<file path="src/rtl/req_queue.sv">
// -----------------------------------------------------------------------------
// req_queue
//
// Host-side request queue sitting directly upstream of the control FSM.
//
// The host CPU delivers each REQW-bit instruction as a stream of NBYTES bytes,
// least-significant byte first. The bytes are gathered in an assembly register.
// When the last byte arrives, the complete word goes into a DEPTH-entry
// first-word-fall-through FIFO. The head entry is always presented on
// req_valid/req_data, and the FSM dequeues it with ready_req_in.
//
// Parameters
//   ADDRW   address width; instruction width REQW = 3*ADDRW+2 (ADDRW >= 3)
//   DEPTH   FIFO entries, power of two, >= 2
//   REQW, NBYTES = ceil(REQW/8), CNTW = clog2(DEPTH+1) are derived.
//
// Ports
//   clk            clock
//   rst_n          asynchronous active-low reset
//   flush          (only with REQ_QUEUE_FLUSH_EN) synchronous clear of the
//                  queue and of any partially assembled word
//   host_valid     host byte valid
//   host_data[7:0] host byte
//   host_ready     byte is accepted this cycle when host_valid is also high
//   req_valid      head entry available
//   req_data       head entry (all zeros while empty)
//   ready_req_in   FSM ready; pops the head when req_valid is high
//   full           FIFO holds DEPTH entries
//   count          number of stored entries
//
// Optional feature
//   REQ_QUEUE_FLUSH_EN adds the flush input. Without it, the queue contents
//   are cleared only by rst_n.
// -----------------------------------------------------------------------------
module req_queue #(
  parameter  int ADDRW  = 24,
  parameter  int DEPTH  = 4,
  localparam int REQW   = 3 * ADDRW + 2,
  localparam int NBYTES = (REQW + 7) / 8,
  localparam int CNTW   = $clog2(DEPTH + 1)
) (
  input  logic            clk,
  input  logic            rst_n,
`ifdef REQ_QUEUE_FLUSH_EN
  input  logic            flush,
`endif
  input  logic            host_valid,
  input  logic [7:0]      host_data,
  output logic            host_ready,
  output logic            req_valid,
  output logic [REQW-1:0] req_data,
  input  logic            ready_req_in,
  output logic            full,
  output logic [CNTW-1:0] count
);

  localparam int PW   = $clog2(DEPTH);
  localparam int BCW  = $clog2(NBYTES);
  localparam int ASMW = 8 * (NBYTES - 1);
  localparam logic [BCW-1:0]  LAST_IDX  = BCW'(NBYTES - 1);
  localparam logic [CNTW-1:0] DEPTH_CNT = CNTW'(DEPTH);

  logic [PW-1:0]   wr_ptr_q, wr_ptr_d;
  logic [PW-1:0]   rd_ptr_q, rd_ptr_d;
  logic [CNTW-1:0] count_q, count_d;
  logic            full_q, full_d;
  logic [BCW-1:0]  byte_cnt_q, byte_cnt_d;
  logic [ASMW-1:0] asm_q, asm_d;

  logic [REQW-1:0] mem [DEPTH];

  logic            flush_w;
  logic            in_last;
  logic            accept;
  logic            push;
  logic            pop;
  logic [REQW-1:0] push_word;

`ifdef REQ_QUEUE_FLUSH_EN
  assign flush_w = flush;
`else
  assign flush_w = 1'b0;
`endif

  always_comb begin
    in_last = (byte_cnt_q == LAST_IDX);
    // The final byte may only enter while there is room. The registered full
    // is used, so a pop in the same cycle does not open a bypass path.
    // A flush cycle reports ready but discards the offered byte.
    host_ready = flush_w | ~in_last | ~full_q;
    accept     = host_valid & host_ready & ~flush_w;
    push       = accept & in_last;
    pop        = (count_q != '0) & ready_req_in & ~flush_w;
    // The final byte sits above the assembled bytes. Its bits above REQW-1
    // are dropped.
    push_word  = REQW'({host_data, asm_q});
  end

  always_comb begin
    wr_ptr_d   = wr_ptr_q;
    rd_ptr_d   = rd_ptr_q;
    count_d    = count_q;
    byte_cnt_d = byte_cnt_q;
    asm_d      = asm_q;

    for (int k = 0; k < NBYTES - 1; k++) begin
      if (accept && !in_last && byte_cnt_q == BCW'(k)) begin
        asm_d[8*k +: 8] = host_data;
      end
    end

    if (accept) begin
      byte_cnt_d = in_last ? '0 : byte_cnt_q + BCW'(1);
    end

    if (push) wr_ptr_d = wr_ptr_q + PW'(1);
    if (pop)  rd_ptr_d = rd_ptr_q + PW'(1);

    case ({push, pop})
      2'b10:   count_d = count_q + CNTW'(1);
      2'b01:   count_d = count_q - CNTW'(1);
      default: count_d = count_q;
    endcase

    if (flush_w) begin
      wr_ptr_d   = '0;
      rd_ptr_d   = '0;
      count_d    = '0;
      byte_cnt_d = '0;
    end

    full_d = (count_d == DEPTH_CNT);
  end

  always_ff @(posedge clk or negedge rst_n) begin
    if (!rst_n) begin
      wr_ptr_q   <= '0;
      rd_ptr_q   <= '0;
      count_q    <= '0;
      full_q     <= 1'b0;
      byte_cnt_q <= '0;
      asm_q      <= '0;
    end else begin
      wr_ptr_q   <= wr_ptr_d;
      rd_ptr_q   <= rd_ptr_d;
      count_q    <= count_d;
      full_q     <= full_d;
      byte_cnt_q <= byte_cnt_d;
      asm_q      <= asm_d;
    end
  end

  // Storage is not reset. An empty queue masks req_data, so stale entries
  // are never visible.
  always_ff @(posedge clk) begin
    if (push) mem[wr_ptr_q] <= push_word;
  end

  assign req_valid = (count_q != '0);
  assign req_data  = req_valid ? mem[rd_ptr_q] : '0;
  assign full      = full_q;
  assign count     = count_q;

endmodule

</file>
<file path="config.mk">
export PLATFORM = sky130hd
export DESIGN_NAME = req_queue
export DESIGN_NICKNAME = d
export VERILOG_FILES = /design/src/rtl/req_queue.sv
export SDC_FILE = /design/constraint.sdc
export NUM_CORES = 1
export LEC_CHECK = 0
export BUFFER_PORTS_ARGS = -buffer_cell sky130_fd_sc_hd__buf_2
export CORE_MARGIN = 5
export CORE_UTILIZATION = 60
export CTS_CLUSTER_SIZE = 10
export DETAILED_ROUTE_END_ITERATION = 8
export HOLD_SLACK_MARGIN = 0.1
export PLACE_DENSITY = 0.79
export SLEW_MARGIN = 15
export SYNTH_ARGS = -nofsm -noshare
export SYNTH_HDL_FRONTEND = slang
export SYNTH_SLANG_ARGS = --single-unit
export TNS_END_PERCENT = 5
</file>
<file path="constraint.sdc">
create_clock -name clk -period 6.3 [get_ports clk]
set_clock_uncertainty 0.15 [all_clocks]
set_input_delay 1.26 -clock clk [delete_from_list [all_inputs] [get_ports clk]]
set_output_delay 1.26 -clock clk [all_outputs]
set_load 0.02 [all_outputs]
</file>
==> results of run 1 <==
## how the worst min path moves through the flow
| stage | start | to | slack (ns) |
|---|---|---|---|
| final | asm_q[5] | mem[3][5] | 0.35 |
| after CTS | asm_q[70] | mem[3][70] | 0.35 |
| after floorplan | asm_q[0] | mem[0][0] | 0.32 |
| after global placement | asm_q[13] | mem[0][13] | 0.33 |
| after detailed placement | asm_q[5] | mem[3][5] | 0.34 |
| after global routing | asm_q[64] | mem[2][64] | 0.37 |
## kinds of logic after synthesis
logic type | synth area share
DFF | 0.757
buffers and inverters | 0.0121
AOI/OAI and AO/OA | 0.00241
adders and majority gates | 0.00569
xor gates and xnor gates | 0.00362
and+or+nand+nor | 0.0465
muxes | 0.173
## through the flow
stage                     std cells  hold slack [ns]  total power [uW]  setup WS, ns
after floorplan                 692            0.321              5230          2.14
after CTS                      1155            0.351              8120          1.76
after global placement         1081            0.327              5840          2.38
final                          1158            0.354              8040          1.90
after global routing           1158            0.368              8430          1.64
after detailed placement       1081            0.344              5960          2.33
## cell usage in the layout, fill, tap and decap left out
cell       Yosys  final
inv_6          0      1
o31ai_1        1      1
mux4_2        74     74
buf_16         0      3
dfrtp_2        0      1
or3_2          0      1
nor3_4         1      1
buf_4          5      6
mux2_2        73     73
and4b_1        1      1
nor2_1         2      2
nand3_1        5      5
edfxtp_1     296    296
xor2_1         2      2
a21oi_1        2      2
and2_4         0      4
dfrtp_1       84     82
or3_1          3      2
inv_1          8      8
ha_1           5      5
a211oi_1       1      1
nor2b_1        3      3
buf_2          9     90
nor3b_4        1      1
clkbuf_16      0     43
and2_1        79     75
nand3b_2       1      1
nand2_1        6      6
dfrtp_4        0      1
nand2b_1       1      1
nor2_2         1      1
nand3b_1       1      1
clkbuf_1      15     30
fa_1           1      1
xnor2_1        4      4
o21ai_0        2      2
nor3b_2        1      1
mux2i_1        2      2
## state kept, by name, indices dropped and copies added, names as in the netlist
| register | count |
|---|---|
| asm_q | 72 |
| byte_cnt_q | 4 |
| wr_ptr_q | 2 |
| full | 1 |
| count | 3 |
| rd_ptr_q | 2 |
| mem | 296 |
## power by group through the flow
stage | Combinational (uW) | Clock, uW | Sequential (uW)
after detailed placement | 2200 | 0 | 3760
after floorplan | 1700 | 0 | 3530
after global placement | 2150 | 0 | 3690
final | 2180 | 2150 | 3700
after global routing | 2340 | 2310 | 3780
after CTS | 2220 | 2190 | 3710
## cell usage after synthesis, types with 3 or more instances
master | n | area [sq um]
mux2_2 | 73 | 822
and2_1 | 79 | 494
or3_1 | 3 | 18.8
inv_1 | 8 | 30.0
mux4_2 | 74 | 1670
xnor2_1 | 4 | 35.0
nand3_1 | 5 | 25.0
nand2_1 | 6 | 22.5
buf_4 | 5 | 37.5
dfrtp_1 | 84 | 2100
ha_1 | 5 | 62.6
edfxtp_1 | 296 | 8890
clkbuf_1 | 15 | 56.3
nor2b_1 | 3 | 18.8
buf_2 | 9 | 45.0
## critical path, delay by kind of cell, from the launching register on
family,cells,cell delay [ns]
multiplexers,1,0.56
buffers and inverters,2,0.61
AND/OR/NAND/NOR,1,0.17
flip-flops,1,1.10
## routing by layer
layer / GRT usage / part of all wire / routed length (microns) / vias to the layer above
met5: 0 / 0 / 0 / -
met4: 0.0592 / 0.016 / 435 / 0
met3: 0.0338 / 0.061 / 1680 / 36
met2: 0.363 / 0.53 / 14700 / 210
met1: 0.291 / 0.40 / 11000 / 3570
li1: - / - / - / 2948
## layout make-up
cell class | instances | area, sq um
well taps | 324 | 405
multi-input cells | 273 | 3370
clock buffers | 73 | 1190
inverters | 8 | 30.0
repair buffers | 99 | 578
flip-flops and latches | 380 | 11000
clock inverters | 1 | 8.76
fillers | 1491 | 7530
==> summary.md, run 1 <==
| Metric | Value |
|---|---|
| Clock Pin Slew Worst Setup and Hold Paths | about 0.050 ns |
| Wirelength per Cell | approximately 24 microns |
| Clock root buffer master | clkbuf_16 |
| Worst relative slew slack | 0.233 |
| Vias/cell | around 6 |
| Max Root-Sink Buffers | 3 |
| RSZ-0062 raised after global routing | no |
| # diodes | 0 |
| Detailed Route WL | around 28 mm |
| Largest net degree at the start of global routing | 75 |
| Worst setup EP type | output pin |
| Synth Register Bits | 380 |
| Starting density of the core | 0.602 |
| P_leak | slightly below 0.006 uW |
| GRT overflow | 0 |
| Worst reg2reg setup slack | around 2.8 ns |
| Port-buffer cells | 91 |
| FF-to-FF End | full |
| Yosys warns | 0 |
| Syn Inst Count | just under 700 |
| Async S/R FF share, synth | 0.221 |
| Critical path class | reg2out |
| Hold Buf Count CTS | 0 |
| Worst-Skew Late Latency | 0.52 ns |
| Setup bufs post-CTS | 0 |
| Row count | 57 |
| Crit path time final | 4.40 ns |
| Fin. max-slew vios | 0 |
| Critical path's slowest cell | dfrtp_4 |
| Fmax | approximately 0.23 GHz |
| Post-CTS Resized | 0 |
| Avg Cell Area, Syn | 21.0 sq um |
| Logic pwr share | 0.271 |
| Die ar. | around 27000 sq um |
| Total Routing Usage GR | 0.213 |
| Sw Ratio | 0.305 |
| Vias in the first global route | roughly 7300 |
| Crit path capture | req_data[38] |
| Share of layout cells above drive strength 1 | 0.362 |
| Antenna violation net count after detailed routing | 0 |
| Worst Tran Pin Value | approximately 1.2 ns |
| Int Power | ~5600 uW |
| Pwr/cell area | a little under 500 nW/um^2 |
| First DRT Iteration DRCs | 690 |
| Worst Setup Start Kind | flop |
| First-pass GRT wire length | roughly 43 mm |
| Post-Synthesis Net Count | between 700 and 800 |
| Final Core Density | 0.687 |
| Placed instance area | 15300 sq um |
| Initial antenna violation count | 0 |
| Hold path depth | 0 |
| Final std cell area, no fill | ~17000 sq um |
| Crit path from | rd_ptr_q[0] |
| Unique masters post-synth | 32 |
| Critical path data required time | about 4.9 ns |
| TNS Setup | 0 ns |
| Flop pwr share | 0.461 |
| Core area | ~24000 sq um |
| Tcrit/Tclk final | 0.699 |
| Status | complete, no violations |
| Syn-to-layout area delta | 14.1% |
| Worst R2R Start | count[0] |
| # Max-Cap Violations | 0 |
| Psw | 2450 uW |
| Crit-path max FO | 50 |
| Ports | 92 |
| Chip width | around 170 microns |
| Num CTS Buffers | 43 |
| RePlAce Congestion | 0.752 |
| Clk sink count | 380 |
| Nets | between 800 and 900 |
| DRT Pass-1 Iters | 5 |
| Worst VDD drop | approximately 260 uV |
| Vias | a little under 7000 |
| Number of synthesized flops with an enable pin | just under 300 |
| Largest stage delay on the critical path | between 1 and 1.5 ns |
| CP arrival | roughly 3 ns |
| Endpoints failing setup | 0 |
| Hold WC Path Type | reg2reg |
| H-tree depth | 2 |
| Post-synthesis sequential area ratio | 0.757 |
| Hpwl dp | between 10 and 15 mm |
| Clock share of power | 0.268 |
| Dominant synthesized flop cell | edfxtp_1 |
| CTS tree | built |
| CP Cell Sequence | buf_4, mux4_2, and2_1, buf_2 |
| Die H | around 170 microns |
| Syn Std Cell Area | about 15000 sq um |
| Worst r2r path cells | 9 |
| DRC viols | 0 |
| Final hold vios | 0 |
(Power assumes the default switching activity.)
==> run 2, diff against run 1 <==
ABC_AREA = 1   (was not set)
CORE_UTILIZATION = 54   (was 60)
PLACE_DENSITY = 0.75   (was 0.79)
clock period = 3.85 ns   (was 6.3 ns; I/O delays follow)
==> summary.md, run 2 <==
| Metric | Value |
|---|---|
| Commonest non-fill, non-tap cell in the layout | nor2_1 (was edfxtp_1) |
| Async S/R FF share, synth | 0.221 (unchanged) |
| Row count | 60 (was 57) |
| Die H | 175 microns (was 166 microns) |
| Tcrit/Tclk final | 0.877 |
| DRC viols | 0 (unchanged) |
| Worst setup EP type | output pin (unchanged) |
| Worst R2R Start | byte_cnt_q[1] (was count[0]) |
| Syn Inst Count | 1216 (was 692) |
| Initial antenna violation count | 0 (unchanged) |
| Post-CTS Resized | 0 (unchanged) |
| Critical path class | reg2out (unchanged) |
| Fmax | 0.296 GHz |
| Synth Area in XOR/XNOR | 0.00179 (was 0.00362) |
| Pwr/cell area | 844 nW/um^2 (was 485 nW/um^2) |
| CTS tree | built (unchanged) |
| Setup bufs post-CTS | 0 (unchanged) |
| Wl on met1 | 13.9 mm (was 11.0 mm) |
| Routed met2 length | 16.9 mm (was 14.7 mm) |
| Largest registers | mem (296), asm_q (72), byte_cnt_q (4) (unchanged) |
| Yosys warns | 0 (unchanged) |
| Total Routing Usage GR | 0.218 (was 0.213) |
| Cell accounting for the most synthesized area | edfxtp_1 (unchanged) |
| Metal3 WL | 1.90 mm (was 1.68 mm) |
| P_leak | 0.00628 uW (was 0.00587 uW) |
| Hpwl dp | 18.5 mm (was 14.9 mm) |
| Layout fillers | 1954 (was 1491) |
| Fin worst setup slack | 0.474 ns (was 1.90 ns) |
| Synth Area in Adders | 0.00563 (was 0.00569) |
| Pre-CTS WS | 0.990 ns (was 2.33 ns) |
| First-pass GRT wire length | 52.5 mm (was 43.2 mm) |
| Core area | 26900 sq um (was 24100 sq um) |
| Crit-path max FO | 149 (was 50) |
| Syn Std Cell Area | 14700 sq um (was 14500 sq um) |
| Critical path data required time | 2.93 ns (was 4.89 ns) |
| Clock root buffer master | clkbuf_16 (unchanged) |
| H-tree depth | 2 (unchanged) |
| Compound-gate portion of the synthesized area | 0.102 (was 0.00241) |
| Antenna violation net count after detailed routing | 0 (unchanged) |
| First DRT Iteration DRCs | 868 (was 690) |
| Num CTS Buffers | 44 (was 43) |
| Dominant synthesized flop cell | edfxtp_1 (unchanged) |
| Post-synthesis sequential area ratio | 0.749 (was 0.757) |
| Largest net degree at the start of global routing | 150 (was 75) |
| Vias | 9410 (was 6764) |
| Worst Tran Pin Value | 0.992 ns (was 1.15 ns) |
| Ports | 92 (unchanged) |
| Nets | 1328 (was 823) |
| CP arrival | 2.46 ns (was 2.99 ns) |
| Worst-Skew Late Latency | 0.52 ns (about the same) |
| Clk sink count | 380 (unchanged) |
| RSZ-0062 raised after global routing | no (unchanged) |
| Vias in the first global route | 9452 (was 7270) |
| Max Root-Sink Buffers | 3 (unchanged) |
| Crit path time final | about 3.4 ns |
| Largest family of logic cells by synthesized area | simple AND/OR/NAND/NOR gates (was multiplexers) |
| DRT Pass-1 Iters | 7 (was 5) |
| Fin. max-slew vios | 0 (unchanged) |
| Final Core Density | 0.629 (was 0.687) |
| Vias/cell | 5.58 (was 5.84) |
| Worst VDD drop | 556 uV (was 256 uV) |
| Starting density of the core | 0.546 (was 0.602) |
| Most used standard cell by instance count after synthesis | nor2_1 (was edfxtp_1) |
| Worst relative slew slack | 0.339 (was 0.233) |
| Final total power | 14300 uW (was 8040 uW) |
| Number of synthesized flops with an enable pin | 296 (unchanged) |
| Mux cell area share after synthesis | 0 (was 0.173) |
| Detailed Route WL | 33.5 mm (was 27.7 mm) |
| Endpoints failing setup | 0 (unchanged) |
| Status | complete, no violations (unchanged) |
| Max FFs per register | 296 (unchanged) |
| Hold WC Path Type | in2async (was reg2reg) |
| Avg Cell Area, Syn | 12.1 sq um (was 21.0 sq um) |
| Most flops, register | mem (unchanged) |
| Area share of the largest cell type after synthesis | 0.606 (was 0.612) |
| Fin Hold WS | 0.188 ns (was 0.354 ns) |
| Post-synthesis simple-gate area fraction | 0.113 (was 0.0465) |
| Port-buffer cells | 91 (unchanged) |
| Final hold vios | 0 (unchanged) |
| Hold Buf Count CTS | 0 (unchanged) |
| RePlAce Congestion | 0.847 (was 0.752) |
| Register area | 11000 sq um (unchanged) |
| Unique masters post-synth | 21 (was 32) |
| Commonest cells after routing, fill and taps aside | nor2_1, edfxtp_1, o21ai_0 (was edfxtp_1, buf_2, dfrtp_1) |
| DR top layer | met4 (unchanged) |
| Synth top area cells | edfxtp_1, dfrtp_1, nor2_1 (was edfxtp_1, dfrtp_1, mux4_2) |
| Top cells by count, synth | nor2_1, edfxtp_1, o21ai_0 (was edfxtp_1, dfrtp_1, and2_1) |
| Syn-to-layout area delta | 15.2% (was 14.1%) |
| Worst reg2reg setup slack | 1.04 ns (was 2.83 ns) |
| Wirelength per Cell | 19.8 microns (was 23.9 microns) |
| Share of layout cells above drive strength 1 | 0.132 (was 0.362) |
| Chip width | 175 microns (was 166 microns) |
| Synth Register Bits | 380 (unchanged) |
| GRT overflow | 0 (unchanged) |
| # diodes | 0 (unchanged) |
| Die ar. | 30600 sq um (was 27400 sq um) |
| # Max-Cap Violations | 0 (unchanged) |
| Post-Synthesis Net Count | 1234 (was 710) |
| Worst Setup Start Kind | flop (unchanged) |
| FF-to-FF End | mem[1][43] (was full) |
| Multi-input logic area | 3290 sq um (was 3370 sq um) |
| Worst r2r path cells | 6 (was 9) |
| Clock Pin Slew Worst Setup and Hold Paths | 0.05 ns (about the same) |
run 2: cell count changes in the layout (fill, tap and decap cells not counted), sizes merged, moves of 4 or more:
cell | before | now
inv | 9 | 37
o21ai | 2 | 199
mux2 | 73 | 0
a21oi | 2 | 99
and2 | 79 | 0
nand2 | 6 | 81
clkbuf | 73 | 78
nor2 | 3 | 331
xnor2 | 4 | 0
nand3 | 5 | 9
nand4 | 0 | 4
mux4 | 74 | 0
buf | 99 | 115
run 2: cell families (layout without fill, tap and decap cells):
| logic type | Yosys count | in the layout |
|---|---|---|
| AOI/OAI and AO/OA | 298 | 298 |
| xor gates and xnor gates | 3 | 3 |
| and+or+nand+nor | 427 | 427 |
| DFF | 380 | 380 |
| adders and majority gates | 6 | 6 |
| buffers and inverters | 102 | 231 |
run 2: worst max-delay path: stages, from the launching register on:
cell and delay (ns):
dfrtp_4 0.43, buf_12 0.49, nor2_1 0.11, nor2_1 0.14
o21ai_0 0.14, a21oi_1 0.31, buf_2 0.24
run 2: metal layers:
metal  vias to the layer above  GRT usage
met5                         -          0
met4                         0     0.0684
met3                        64     0.0312
met2                       321      0.370
met1                      4607      0.297
li1                       4418          -
run 2: worst max path at each step:
stage / startpoint / to / slack (ns) / cells after the start
finish: rd_ptr_q[0] / req_data[68] / 0.47 / 6
CTS: rd_ptr_q[0] / req_data[66] / 0.49 / 6
global route: rd_ptr_q[0] / req_data[5] / 0.38 / 6
detailed placement: host_valid / mem[1][26] / 0.99 / 4
global placement: host_valid / mem[1][29] / 1.04 / 4
floorplan: host_valid / mem[0][0] / -1.09 / 3
run 2: layout make-up:
| cell class | count | area share |
|---|---|---|
| sequential | 380 | 0.650 |
| multi-input combinational | 734 | 0.195 |
| clock buffer | 78 | 0.0739 |
| timing repair buffer | 115 | 0.0466 |
| tap | 341 | 0.0252 |
| inverter | 35 | 0.00784 |
| clock inverter | 3 | 0.00155 |
run 2: through the flow:
stage / setup TNS [ns] / area [sq um] / instances
6_report: 0 / 16900 / 1686
5_1_grt: 0 / 16900 / 1686
4_1_cts: 0 / 16900 / 1686
3_5_place_dp: 0 / 15600 / 1605
3_3_place_gp: 0 / 15600 / 1605
2_1_floorplan: -322.38 / 14700 / 1216
run 2: power by group:
group	switching (uW)	leakage, uW	internal [uW]
combinational	3250	0.00196	1430
clock	1510	0.000607	2190
sequential	535	0.00371	5360
